===== config.mk =====
export PLATFORM = sky130hd
export DESIGN_NAME = stepper_step_gen
export DESIGN_NICKNAME = d
export VERILOG_FILES = /design/src/rtl/stepper_pkg.sv /design/src/rtl/sync_ff.sv /design/src/rtl/stepper_step_gen.sv
export SDC_FILE = /design/constraint.sdc
export NUM_CORES = 1
export LEC_CHECK = 0
export CAP_MARGIN = 10
export CORE_MARGIN = 2
export CORE_UTILIZATION = 35
export CTS_CLUSTER_SIZE = 30
export DETAILED_ROUTE_END_ITERATION = 16
export SLEW_MARGIN = 20
export SYNTH_ARGS = -nofsm -noshare
export SYNTH_HDL_FRONTEND = slang
export SYNTH_SLANG_ARGS = --single-unit

===== constraint.sdc =====
create_clock -name clock -period 8.23 [get_ports clock]
set_input_delay 1.646 -clock clock [delete_from_list [all_inputs] [get_ports clock]]
set_output_delay 1.646 -clock clock [all_outputs]
set_load 0.01 [all_outputs]

===== src/rtl/stepper_pkg.sv =====
// Shared types for the stepper step/dir generator.
// Holds the FSM state encoding and the direction constants.
package stepper_pkg;

    typedef enum logic [2:0] {
        ST_IDLE,
        ST_SETUP,
        ST_HIGH,
        ST_LOW,
        ST_FINISH
    } state_e;

    localparam logic DIR_POS = 1'b1;
    localparam logic DIR_NEG = 1'b0;

endpackage


===== src/rtl/sync_ff.sv =====
// Multi-flop synchronizer for a single asynchronous input.
// Ports: clock, reset_n (async active-low, clears to 0), d (async in), q (synced out).
module sync_ff #(
    parameter int STAGES = 2
) (
    input  logic clock,
    input  logic reset_n,
    input  logic d,
    output logic q
);

    logic [STAGES-1:0] sync_q;
    logic [STAGES-1:0] sync_d;

    always_comb begin
        sync_d = {sync_q[STAGES-2:0], d};
    end

    always_ff @(posedge clock or negedge reset_n) begin
        if (!reset_n) begin
            sync_q <= '0;
        end else begin
            sync_q <= sync_d;
        end
    end

    assign q = sync_q[STAGES-1];

endmodule


===== src/rtl/stepper_step_gen.sv =====
// Step/dir pulse generator for one stepper axis with homing support.
// Ports: cmd_* handshake in, abort, home_sw; step_o/dir_o pins, busy/done, position, homed.
module stepper_step_gen
    import stepper_pkg::*;
#(
    parameter int STEP_W      = 16,
    parameter int POS_W       = 32,
    parameter int DIR_SETUP   = 16,
    parameter int SYNC_STAGES = 2
) (
    input  logic                    clock,
    input  logic                    reset_n,
    input  logic                    cmd_valid,
    output logic                    cmd_ready,
    input  logic [STEP_W-1:0]       cmd_steps,
    input  logic                    cmd_dir,
    input  logic                    cmd_home,
    input  logic [STEP_W-1:0]       half_period,
    input  logic                    abort,
    input  logic                    home_sw,
    output logic                    step_o,
    output logic                    dir_o,
    output logic                    busy,
    output logic                    done,
    output logic signed [POS_W-1:0] position,
    output logic                    homed
);

    localparam logic [STEP_W-1:0] ONE_S      = STEP_W'(1);
    localparam logic [STEP_W-1:0] SETUP_LAST = STEP_W'(DIR_SETUP - 1);

    state_e state_q, state_d;
    logic [STEP_W-1:0] phase_q, phase_d;
    logic [STEP_W-1:0] rem_q, rem_d;
    logic [STEP_W-1:0] hp_q, hp_d;
    logic home_q, home_d;
    logic dir_q, dir_d;
    logic [POS_W-1:0] pos_q, pos_d;
    logic homed_q, homed_d;

    logic sw_sync;
    logic [STEP_W-1:0] hp_eff;
    logic new_dir;

    sync_ff #(
        .STAGES(SYNC_STAGES)
    ) u_sw_sync (
        .clock  (clock),
        .reset_n(reset_n),
        .d      (home_sw),
        .q      (sw_sync)
    );

    // Sign-extended +1 / -1 increment for the given direction.
    function automatic logic [POS_W-1:0] pos_inc(input logic d);
        pos_inc = {{(POS_W-1){~d}}, 1'b1};
    endfunction

    always_comb begin
        state_d = state_q;
        phase_d = phase_q;
        rem_d   = rem_q;
        hp_d    = hp_q;
        home_d  = home_q;
        dir_d   = dir_q;
        pos_d   = pos_q;
        homed_d = homed_q;

        hp_eff  = (half_period == '0) ? ONE_S : half_period;
        new_dir = cmd_home ? DIR_NEG : cmd_dir;

        unique case (state_q)
            ST_IDLE: begin
                if (cmd_valid) begin
                    hp_d   = hp_eff;
                    home_d = cmd_home;
                    rem_d  = cmd_steps;
                    if (!cmd_home && cmd_steps == '0) begin
                        state_d = ST_FINISH;
                    end else if (cmd_home && sw_sync) begin
                        pos_d   = '0;
                        homed_d = 1'b1;
                        state_d = ST_FINISH;
                    end else if (new_dir != dir_q) begin
                        dir_d   = new_dir;
                        phase_d = SETUP_LAST;
                        state_d = ST_SETUP;
                    end else begin
                        dir_d   = new_dir;
                        phase_d = hp_eff - ONE_S;
                        pos_d   = pos_q + pos_inc(new_dir);
                        state_d = ST_HIGH;
                    end
                end
            end
            ST_SETUP: begin
                if (abort) begin
                    state_d = ST_FINISH;
                end else if (phase_q == '0) begin
                    phase_d = hp_q - ONE_S;
                    pos_d   = pos_q + pos_inc(dir_q);
                    state_d = ST_HIGH;
                end else begin
                    phase_d = phase_q - ONE_S;
                end
            end
            ST_HIGH: begin
                if (abort) begin
                    state_d = ST_FINISH;
                end else if (phase_q == '0) begin
                    phase_d = hp_q - ONE_S;
                    state_d = ST_LOW;
                end else begin
                    phase_d = phase_q - ONE_S;
                end
            end
            ST_LOW: begin
                if (abort) begin
                    state_d = ST_FINISH;
                end else if (phase_q == '0) begin
                    // Switch is only honoured on the last low cycle of a negative step.
                    if (dir_q == DIR_NEG && sw_sync) begin
                        pos_d   = '0;
                        homed_d = 1'b1;
                        state_d = ST_FINISH;
                    end else if (!home_q && rem_q == ONE_S) begin
                        rem_d   = '0;
                        state_d = ST_FINISH;
                    end else begin
                        if (!home_q) begin
                            rem_d = rem_q - ONE_S;
                        end
                        phase_d = hp_q - ONE_S;
                        pos_d   = pos_q + pos_inc(dir_q);
                        state_d = ST_HIGH;
                    end
                end else begin
                    phase_d = phase_q - ONE_S;
                end
            end
            ST_FINISH: begin
                state_d = ST_IDLE;
            end
            default: begin
                state_d = ST_IDLE;
            end
        endcase
    end

    always_ff @(posedge clock or negedge reset_n) begin
        if (!reset_n) begin
            state_q <= ST_IDLE;
            phase_q <= '0;
            rem_q   <= '0;
            hp_q    <= ONE_S;
            home_q  <= 1'b0;
            dir_q   <= DIR_NEG;
            pos_q   <= '0;
            homed_q <= 1'b0;
        end else begin
            state_q <= state_d;
            phase_q <= phase_d;
            rem_q   <= rem_d;
            hp_q    <= hp_d;
            home_q  <= home_d;
            dir_q   <= dir_d;
            pos_q   <= pos_d;
            homed_q <= homed_d;
        end
    end

    // Outputs decode straight from flops so reset clears step_o immediately.
    assign step_o    = (state_q == ST_HIGH);
    assign done      = (state_q == ST_FINISH);
    assign cmd_ready = (state_q == ST_IDLE);
    assign busy      = ~cmd_ready;
    assign dir_o     = dir_q;
    assign position  = pos_q;
    assign homed     = homed_q;

endmodule

==> run metrics <==
outcome=complete, no violations; average routed wire per standard cell=17.2 µm; Die Y-Extent=158 µm; Via-to-Cell Ratio=5.73; width of the chip=158 µm; worst-path cell chain=clkdlybuf4s50_1 -> nand2b_2 -> fa_1 -> a21oi_1 -> o211ai_1 -> a221oi_2 -> a21oi_1 -> o21ba_2 -> nand3_1 -> a21oi_1 -> xor2_1 -> a221o_1; fill cell total of the finished layout=2331; Final Hold Fails=0; post-synthesis instance area=0.00827 mm²; count of hold-fix buffers inserted at cts=0; post-synthesis register bit count=88; number of nets with antenna violations after detailed routing=0; actual transition at the worst max-transition pin=0.889 ns; PortBufs=76; 1st-pass router iterations=5; worst slew margin relative to its limit=40.3%; internal portion of total power=2220 µW; Setup CP Type=input port to flip-flop; number of buffers and inverters on the critical path=1; synthesized area per cell=8.17 µm²; Total Nets Final=1171; post-detailed-routing wire length=23800 µm; crit end category=flip-flop; flop-to-flop setup slack=4.48 ns; sequential share of power=20.2%; drt drc=0; clock share of power=9.3%; number of max-capacitance violations reported=0; PnR Total Power=4400 µW; CTS HTree Levels=3; Clock Sink Count=88; grt total ovfl=0; switching portion of total power=49.6%; setup repair after global routing missed its margin=false; number of flops mapped to enable cells by yosys=0; post-synthesis sequential area ratio=26.7%; cell occurring most often along the worst timing path=sky130_fd_sc_hd__a21oi_1; Async S/R FF share, synth=100%; core area=0.0233 mm²; Data required, critical path=8.47 ns; root cell of the clock tree=sky130_fd_sc_hd__clkbuf_16; Power Dens Cells=459 mW/mm²; number of instances resized during post-cts repair=0; share of cells above drive strength 1=7.58%; net count after synthesis=1117; maximum single-stage delay on the critical path=0.69 ns; Die ar.=0.0249 mm²; top_reg_cell synth=sky130_fd_sc_hd__dfrtp_1; RD Place Congestion=0.912; path category of the worst min-delay check=flip-flop to flip-flop; Worst IR Drop VDD=0.000224 V; combinational share of power=70.5%; TritonCTS Buffers=9; pin count of the biggest net entering global routing=60; net switching power figure=2180 µW; peak fanout along the critical path=36; Clock Tree Buf Depth=2; leakage dissipation=0.00395 µW; final worst path period share=63.0%; starting utilization of the core area=35.4%; clock insertion delay at the later pin of the skew report=0.35 ns; number of warning messages in the yosys log=0; count of endpoints failing setup in the final report=0; achievable frequency=0.193 GHz; Site Rows=56; arrival time at the worst endpoint=5.43 ns; post-synth cell types=80; via count of the first global-routing pass=7301; initial DRC count=604; GRT Resource Usage Total=19.1%; clock tree from TritonCTS=built; Setup Total Neg Slack=0 ns; relative area change from synthesis to final layout=16.0%; minimum clock period after layout=5.19 ns; instance count of the mapped netlist=1012; Max Clock Skew=0.00908 ns; antenna fix cells=0; Critical-path top delay cell=sky130_fd_sc_hd__nand2b_2; final number of max-transition violations=0; CP startpoint kind=input port; Final HPWL DP=17700 µm; global-route wire length before repair=38000 µm; via count of the routed design=7949; I/O pin count=77; dominant delay contributor by cell family on the critical path=compound AO/OA/AOI/OAI gates; CTS clk-pin slew, worst paths=0.06 ns; antenna violations before repair=0; number of setup buffers added after CTS=0
-- power groups by stage --
| stage | clock network, µW | registers, µW | logic, µW |
|---|---|---|---|
| after floorplan | 0 | 835 | 2320 |
| after global placement | 0 | 893 | 3050 |
| after detailed placement | 0 | 890 | 3060 |
| after CTS | 418 | 886 | 3090 |
| after global routing | 434 | 921 | 3440 |
| final | 410 | 889 | 3100 |
-- final timing paths --
check / start / endpoint / cells after the start
setup / recovery: cmd_home / position[28] / 12
hold / removal: u_sw_sync.sync_q[0] / u_sw_sync.sync_q[1] / 0
setup reg to reg: dir_o / position[31] / 12
hold reg to reg: u_sw_sync.sync_q[0] / u_sw_sync.sync_q[1] / 0
max in group asynchronous: reset_n / hp_q[12] / 2
min in group asynchronous: reset_n / rem_q[9] / 1
-- cell families (layout without fill, tap and decap cells) --
group	count (synthesis)	after routing	share of synthesized area (%)
AO/OA/AOI/OAI	378	378	29.4
XOR/XNOR	71	71	7.52
adder cells (fa/ha/maj)	66	66	10.2
buffers and inverters	65	122	3.41
flip-flops	88	88	26.7
multiplexers	25	25	3.33
AND/OR/NAND/NOR	319	319	19.5
-- layout by cell type, fill, tap and decap left out, drive strengths merged, types with 24 or more instances in the layout --
cell type	count
o21ai	108
xor2	32
nor2	80
xnor2	39
ha	64
clkdlybuf4s50	75
nand3	24
a21oi	111
nand2	93
nor3	26
dfrtp	87
a21o	29
inv	25
-- metal layers --
metal	routed length (µm)	track usage, %
met5	0	0
met4	335	5.19
met1	11800	28.4
met2	10600	29.6
met3	1130	1.78
-- cells in the mapped netlist (5+ instances only) --
library cell               number  share of area [%]
sky130_fd_sc_hd__a21o_1        29                2.6
sky130_fd_sc_hd__o211ai_1       8               0.73
sky130_fd_sc_hd__xnor2_1       39                4.1
sky130_fd_sc_hd__a31oi_1        7               0.53
sky130_fd_sc_hd__a21oi_1      105                6.4
sky130_fd_sc_hd__xor2_1        32                3.4
sky130_fd_sc_hd__nand2_1       93                4.2
sky130_fd_sc_hd__clkbuf_1      26                1.2
sky130_fd_sc_hd__o21ai_1        8               0.48
sky130_fd_sc_hd__buf_2          9               0.54
sky130_fd_sc_hd__nand2b_1      16                1.2
sky130_fd_sc_hd__o31ai_1        6               0.54
sky130_fd_sc_hd__a21oi_2        6               0.64
sky130_fd_sc_hd__a22oi_1       22                2.0
sky130_fd_sc_hd__or4_1          5               0.45
sky130_fd_sc_hd__mux2i_1        5               0.61
sky130_fd_sc_hd__and3_1        10               0.76
sky130_fd_sc_hd__and2_1         6               0.45
sky130_fd_sc_hd__ha_1          64                9.7
sky130_fd_sc_hd__o21a_1         8               0.73
sky130_fd_sc_hd__or3_1          5               0.38
sky130_fd_sc_hd__mux2_2        20                2.7
sky130_fd_sc_hd__nor2b_1        8               0.61
sky130_fd_sc_hd__a32oi_1        8               0.85
sky130_fd_sc_hd__a221o_1        7               0.85
sky130_fd_sc_hd__inv_1         24                1.1
sky130_fd_sc_hd__dfrtp_1       87                 26
sky130_fd_sc_hd__nor3_1        23                1.4
sky130_fd_sc_hd__nor2_1        77                3.5
sky130_fd_sc_hd__nor4_1         8               0.61
sky130_fd_sc_hd__nand4_1       13               0.98
sky130_fd_sc_hd__a211oi_1       7               0.64
sky130_fd_sc_hd__o21ai_0       99                6.0
sky130_fd_sc_hd__nand3b_1       5               0.45
sky130_fd_sc_hd__o21bai_1       8               0.73
sky130_fd_sc_hd__nand3_1       24                1.5
-- layout make-up --
cell class,instances,area [µm²],area share (%)
Clock inverter,4,47.5,0.496
Timing Repair Buffer,83,811,8.45
Tap cell,319,399,4.16
Multi-Input combinational cell,859,5810,60.6
Inverter,25,93.8,0.978
Clock buffer,10,229,2.39
Sequential cell,88,2200,23.0
-- flip-flops by register name, summed over array words and instances (netlist names), 2 cells and up --
register / flops
position: 32
hp_q: 16
phase_q: 16
rem_q: 16
state_q: 3
u_sw_sync.sync_q: 2
-- per-stage QoR --
step / setup slack (ns) / cells / cell area, µm² / hold slack (ns) / util (%)
after floorplan: 3.40 / 1012 / 8270 / 0.331 / -
after global placement: 2.77 / 1374 / 9310 / 0.415 / 39.9
after detailed placement: 2.75 / 1374 / 9310 / 0.406 / 39.9
after CTS: 3.10 / 1388 / 9590 / 0.424 / 41.1
after global routing: 2.82 / 1388 / 9590 / 0.417 / 41.1
final: 3.04 / 1388 / 9590 / 0.417 / 41.1
Power figures use the tool's default switching activity.
